<file path="config.mk">
export PLATFORM = sky130hd
export DESIGN_NAME = prio_encoder_stream
export DESIGN_NICKNAME = d
export VERILOG_FILES = /design/src/rtl/enc_pkg.sv /design/src/rtl/lsb_find.sv /design/src/rtl/prio_encoder_stream.sv
export SDC_FILE = /design/constraint.sdc
export NUM_CORES = 1
export LEC_CHECK = 0
export CAP_MARGIN = 20
export CORE_UTILIZATION = 35
export CTS_CLUSTER_SIZE = 24
export DETAILED_ROUTE_END_ITERATION = 10
export GPL_TIMING_DRIVEN = 1
export HOLD_SLACK_MARGIN = 0.1
export SYNTH_ARGS = -nofsm -noshare
export SYNTH_HDL_FRONTEND = slang
export SYNTH_SLANG_ARGS = --single-unit
export TNS_END_PERCENT = 5
</file>
<file path="constraint.sdc">
create_clock -name clk -period 4.42 [get_ports clk]
set_input_delay 0.884 -clock clk [delete_from_list [all_inputs] [get_ports clk]]
set_output_delay 0.884 -clock clk [all_outputs]
set_load 0.05 [all_outputs]
</file>
<file path="src/rtl/enc_pkg.sv">
// Shared types and constants for the priority-encoder stream block.
// Holds the drain FSM state encoding and the index-width derivation.
package enc_pkg;

  typedef enum logic {
    IDLE  = 1'b0,
    DRAIN = 1'b1
  } state_t;

  // Index width for an N-bit request vector; never narrower than one bit.
  function automatic int idx_w(input int n);
    return (n <= 2) ? 1 : $clog2(n);
  endfunction

endpackage

</file>
<file path="src/rtl/lsb_find.sv">
// Combinational lowest-set-bit finder: index, found flag and a one-hot mask
// of that bit so the caller can clear it.
module lsb_find
  import enc_pkg::*;
#(
  parameter  int N = 8,
  localparam int W = idx_w(N)
) (
  input  logic [N-1:0] i_vec,
  output logic [W-1:0] o_idx,
  output logic         o_found,
  output logic [N-1:0] o_mask
);

  // Two's-complement trick isolates the lowest set bit.
  assign o_mask  = i_vec & (~i_vec + N'(1));
  assign o_found = |i_vec;

  always_comb begin
    o_idx = '0;
    for (int i = N - 1; i >= 0; i--) begin
      if (i_vec[i]) o_idx = W'(i);
    end
  end

endmodule

</file>
<file path="src/rtl/prio_encoder_stream.sv">
// Priority-encoder stream: emits the index of every set bit of an accepted
// request vector, lowest first. Optional popcount output under ENC_POPCOUNT_EN.
module prio_encoder_stream
  import enc_pkg::*;
#(
  parameter  int N = 8,
  localparam int W = idx_w(N)
) (
  input  logic         clk,
  input  logic         rst,
  input  logic         req_valid,
  output logic         req_ready,
  input  logic [N-1:0] req,
  output logic         idx_valid,
  input  logic         idx_ready,
  output logic [W-1:0] idx,
  output logic         last,
  output logic         none,
  output state_t       dbg_state
`ifdef ENC_POPCOUNT_EN
  ,
  output logic [W:0]   cnt
`endif
);

  // Handshake: a beat transfers on a cycle where valid && ready are both high;
  // a valid holder keeps its payload stable until that cycle.

  state_t       r_state;
  logic [N-1:0] r_pend;       // bits still to emit after the beat on idx
  logic         r_idx_valid;
  logic [W-1:0] r_idx;
  logic         r_last;
  logic         r_none;

  logic         w_in_fire;
  logic         w_out_fire;
  logic         w_fin;

  logic [W-1:0] w_ld_idx;
  logic         w_ld_found;
  logic [N-1:0] w_ld_mask;
  logic [N-1:0] w_ld_rest;

  logic [W-1:0] w_dr_idx;
  logic         w_dr_found;
  logic [N-1:0] w_dr_mask;
  logic [N-1:0] w_dr_rest;

  lsb_find #(.N(N)) u_ld_find (
    .i_vec   (req),
    .o_idx   (w_ld_idx),
    .o_found (w_ld_found),
    .o_mask  (w_ld_mask)
  );

  lsb_find #(.N(N)) u_dr_find (
    .i_vec   (r_pend),
    .o_idx   (w_dr_idx),
    .o_found (w_dr_found),
    .o_mask  (w_dr_mask)
  );

  assign w_ld_rest  = req & ~w_ld_mask;
  assign w_dr_rest  = r_pend & ~w_dr_mask;

  assign w_out_fire = r_idx_valid && idx_ready;
  assign w_fin      = w_out_fire && r_last;
  // Ready while the final beat leaves lets the next vector load with no bubble.
  assign req_ready  = !rst && ((r_state == IDLE) || w_fin);
  assign w_in_fire  = req_valid && req_ready;

  always_ff @(posedge clk) begin
    if (rst) begin
      r_state     <= IDLE;
      r_pend      <= '0;
      r_idx_valid <= 1'b0;
      r_idx       <= '0;
      r_last      <= 1'b0;
      r_none      <= 1'b0;
    end else if (w_in_fire) begin
      r_state     <= DRAIN;
      r_pend      <= w_ld_rest;
      r_idx_valid <= 1'b1;
      r_idx       <= w_ld_idx;
      r_last      <= (w_ld_rest == '0);
      r_none      <= !w_ld_found;
    end else if (w_out_fire) begin
      if (r_last) begin
        r_state     <= IDLE;
        r_idx_valid <= 1'b0;
      end else begin
        r_pend      <= w_dr_rest;
        r_idx_valid <= w_dr_found;
        r_idx       <= w_dr_idx;
        r_last      <= (w_dr_rest == '0);
      end
    end
  end

  assign idx_valid = r_idx_valid;
  assign idx       = r_idx;
  assign last      = r_last;
  assign none      = r_none;
  assign dbg_state = r_state;

`ifdef ENC_POPCOUNT_EN
  logic [W:0] r_cnt;
  logic [W:0] w_req_cnt;

  always_comb begin
    w_req_cnt = '0;
    for (int i = 0; i < N; i++) begin
      w_req_cnt = w_req_cnt + (W + 1)'(req[i]);
    end
  end

  // Count is captured once per vector and held across all of its beats.
  always_ff @(posedge clk) begin
    if (rst) begin
      r_cnt <= '0;
    end else if (w_in_fire) begin
      r_cnt <= w_req_cnt;
    end
  end

  assign cnt = r_cnt;
`endif

endmodule

</file>
# Word-level counts from Yosys, hierarchy flattened
# Index checks and enable logic that the tools add are counted.
# W data, S select, Z words.
# word_totals
ff_bits	15
inputBits	12
# classes
n_reduce_logical	15
mux	31
add_sub_neg	2
bitwise_logic	9
eq_ne	1
# ops
cell	count
$mux W3	19
$and A8 B8 Y8	4
$not A8 Y8	4
$mux W8	3
$add A8 B1 Y8 const B	2
$logic_not A8 Y1	2
$reduce_or A8 Y1	2
$mux W1	9
$logic_and A1 B1 Y1	4
$reduce_and A2 Y1	2
$reduce_bool A2 Y1	2
$logic_not A1 Y1	2
$ne A2 B1 Y1 const B	1
$logic_or A1 B1 Y1	1
$not A1 Y1	1

# Longest topological paths before layout
# logic_depth
word_depth	11
mapped_depth	6

# Hierarchy
# Synthesis repeated with hierarchy kept, for this count alone.
# unflattened
hier_cells	147
hier_area_um2	1078.5
# by_module_without_submodules
module	n_inst	area_each_um2	cells_per_inst	seq_area_each_um2
prio_encoder_stream	1	800.8	101	300.3
lsb_find	2	138.9	23	0.0

# Worst setup path before layout
# OpenSTA, ideal clock, no wires.
# synth_timing
path_type	input port to output port
from	input port idx_ready
to	output port req_ready
arrival_time_ns	1.844
required_ns	3.536
path_slack_ns	1.692
path_stages	2
cell_sequence	nand3_1 -> a21oi_1
# synth_via
elab_chain_len	4
# synth_lines
element	line	rtl
start, declared	prio_encoder_stream.sv:15	input logic idx_ready,
$logic_and A1 B1 Y1	prio_encoder_stream.sv:67	assign w_out_fire = r_idx_valid && idx_ready;
$logic_and A1 B1 Y1	prio_encoder_stream.sv:68	assign w_fin = w_out_fire && r_last;
$logic_or A1 B1 Y1	prio_encoder_stream.sv:70	assign req_ready = !rst && ((r_state == IDLE) || w_fin);
$logic_and A1 B1 Y1	prio_encoder_stream.sv:70	
end, declared	prio_encoder_stream.sv:12	output logic req_ready,
# No other way between the ends.

# Worst setup path in the final report
# layout_timing
from	input port rst
to	output port req_ready
# layout_via
elab_chain_len	2
# layout_lines
element	line	rtl
start, declared	prio_encoder_stream.sv:10	input logic rst,
$logic_not A1 Y1	prio_encoder_stream.sv:70	
$logic_and A1 B1 Y1	prio_encoder_stream.sv:70	
# No other way between the ends.

==> impl_results.md <==
* Sum Neg Setup Slack at 0 ns
* Yosys cell types at 38
* Most used DFF post-synth: dfxtp_1
* Number of enable flip-flop cells after synthesis at 0
* CTS tree: built
* Largest net degree at the start of global routing at 17
* Hold path endpoint: idx[1]
* Sequential area share after synthesis at 0.3251
* Crit start category: primary input
* Post-CTS setup buffer count at 0
* Clock Pin Slew Worst Setup and Hold Paths at 0.08 ns
* Hold buffer count at cts at 0
* Pre-CTS WS at ~0.9 ns
* Fin worst setup slack at 0.8947 ns
* Final Skew at about 0.00086 ns
* Max VDD drop at 0.1449 mV
* Crit-path max cell delay at about 0.8 ns
* Die H at just over 50 um
* Die Width at about 52 um
* First-pass GRT wire length at ~3.2 mm
* Pwr Density at 275.3 nW/um^2
* R2R cell count at 5
* Post-Synthesis Cells at 113
* Top post-synthesis cells by count: a21oi_1 (17), nor2_1 (17), dfxtp_1 (14), o211ai_1 (6), o21ai_0 (6)
* Starting DRC count in detailed routing at 18
* Setup crit end kind: primary output
* Critical-path cell list: clkdlybuf4s50_1 > a21oi_1 > clkdlybuf4s50_1
* 1st-pass router iterations at 4
* Slew Limit Fails at 0
* Placer congestion estimate at between 0.8 and 0.9
* R2R Setup Slk at roughly 2.8 ns
* Critical path arrival at between 2 and 3 ns
* ANT nets after route at 0
* Yosys warning count at 0
* WP data required at about 3.5 ns
* Synthesized Nets at roughly 130
* Critical-path top delay cell: clkdlybuf4s50_1
* Crit-path leading delay family: buffers and inverters
* Worst-Skew Late Latency at between 0.2 and 0.3 ns
* Tot GR Track Use at 0.1672
* CP Buf/Inv Count at 2
* Slew Limit Headroom at 0.6306
* Worst Tran Pin Value at approximately 0.55 ns
* Critical path class: in -> out
* CTS Buf Count at 3
* Fmax at roughly 280 MHz
* Vias/cell at between 5 and 6
* Final setup vio count at 0
* Diode count at 0
* Async S/R FF share, synth at 0
* Ranking of synthesized cells by area: dfxtp_1 (33%), a21oi_1 (9.9%), nor2_1 (7.4%)
* # clock sinks at 14
* Final period util at 0.7976
* WHS Path Cells at 2
* Synth top area share at 0.3251
* H-tree depth at 1
* Core Box Area at approximately 2300 sq um
* Die Area at 2666 sq um
* Root Driver: clkbuf_4
* GR Overflow Total at 0
* Row count at 17
* Crit-path most repeated cell: clkdlybuf4s50_1
* I/O Pins at 20
* Post-synthesis instance area at ~860 sq um
* Count of final hold-check violations at 0
* Routed wire per std cell at around 13 um
* Final net count at between 100 and 150
* Port bufs at 19
* Vias at ~900
* Max_cap viols at 0
* Starting Density at 0.3788
* DP Area at ~1100 sq um
* Area delta synth->final at 25.54%
* Hold Crit Start: idx[1]
* Crit path max fanout at 16
* Final wirelength at 2.063 mm
* Antenna violations before repair at 0
* Status: finished clean
* Resized cells post-CTS at 0
* Max Root-Sink Buffers at 2
* # placed instances at roughly 160
* P_leak at roughly 0.37 nW
* Drt drc at 0
* Worst R2R Start: last
* Post-Layout Cell Count at around 160
* Tmin final at between 3 and 4 ns
* FF+latch count, synth at 14
* R2R Path End: idx[2]
* Share of cells above drive strength 1 at 0.08397
* Synth Area per Inst at between 7 and 8 sq um
* Vias in the first global route at ~750
* Dpl hpwl at about 1.5 mm
* Synth area leader: dfxtp_1
* Worst hold path type: reg -> reg
* Design Area, Final at approximately 1100 sq um
* Unrepaired setup endpoints after global routing: false
==> worst max-delay path by stage <==
stage          depth (start not counted)  slack, ns         to  startpoint
6_report                               3       0.89  req_ready         rst
2_1_floorplan                          2       1.69  req_ready   idx_ready
4_1_cts                                3       0.88  req_ready         rst
3_5_place_dp                           3       0.88  req_ready         rst
3_3_place_gp                           3       0.90  req_ready         rst
5_1_grt                                3       0.82  req_ready         rst
==> worst register-to-register path, stage by stage, from the launching register on <==
cell and delay, ns:
dfxtp_1 0.49, nand3_1 0.20, a21o_2 0.34, nor3_1 0.27
a311oi_1 0.10, nor3_1 0.18
==> sequential cells by signal (all words and copies together) (netlist names) <==
register / flops
r_pend: 7
idx: 3
dbg_state: 1
idx_valid: 1
last: 1
none: 1
==> cells in the final DEF, fill, tap and decap left out, types with 2 or more instances in the layout <==
| cell type | n |
|---|---|
| a21oi_1 | 17 |
| clkbuf_4 | 3 |
| clkdlybuf4s50_1 | 19 |
| dfxtp_1 | 14 |
| inv_1 | 2 |
| nand2_1 | 3 |
| nand2b_1 | 2 |
| nand3_1 | 4 |
| nor2_1 | 17 |
| nor2b_1 | 2 |
| nor3_1 | 5 |
| nor4_1 | 2 |
| o211ai_1 | 6 |
| o21ai_0 | 6 |
| o21bai_1 | 4 |
| o22ai_1 | 2 |
| or2_2 | 2 |
| or3_1 | 2 |
| or4_1 | 2 |
==> layer usage <==
layer  global-route usage  wire length [um]
met3              0.02632               127
met1               0.2053               995
met4              0.08108                42
met5                    0                 0
met2               0.2814               898
==> power breakdown <==
group / internal [W] / leakage [nW] / total (W) / switching [W]
logic: 0.0000346 / 0.239 / 0.0000854 / 0.0000508
clock network: 0.0000316 / 0.0138 / 0.0000720 / 0.0000404
registers: 0.000133 / 0.115 / 0.000141 / 0.00000741
==> cell type report <==
class                           count  area (sq um)
Clock buffer                        3         22.52
Fill cell                         237          1194
Inverter                            2         7.507
Multi-Input combinational cell     92         539.3
Sequential cell                    14         280.3
Tap cell                           28         35.03
Timing Repair Buffer               20         197.7
==> stage by stage <==
stage,util,hold WS [ns],power [W]
2_1_floorplan,-,0.4941,0.0001965
3_3_place_gp,0.4656,0.4855,0.0002282
3_5_place_dp,0.4656,0.4884,0.0002285
4_1_cts,0.4755,0.4996,0.0002983
5_1_grt,0.4755,0.5167,0.0003134
6_report,0.4755,0.4965,0.0002980
==> cell families (layout without fill, tap and decap cells) <==
kind of cell               Yosys count  after routing  synth area share
AOI/OAI and AO/OA                   44             44            0.3164
buffers and inverters                7             25           0.04933
DFF                                 14             14            0.3251
and+or+nand+nor                     46             46            0.2845
adders and majority gates            2              2           0.02467
No activity file was read; power rests on OpenSTA's default activity.
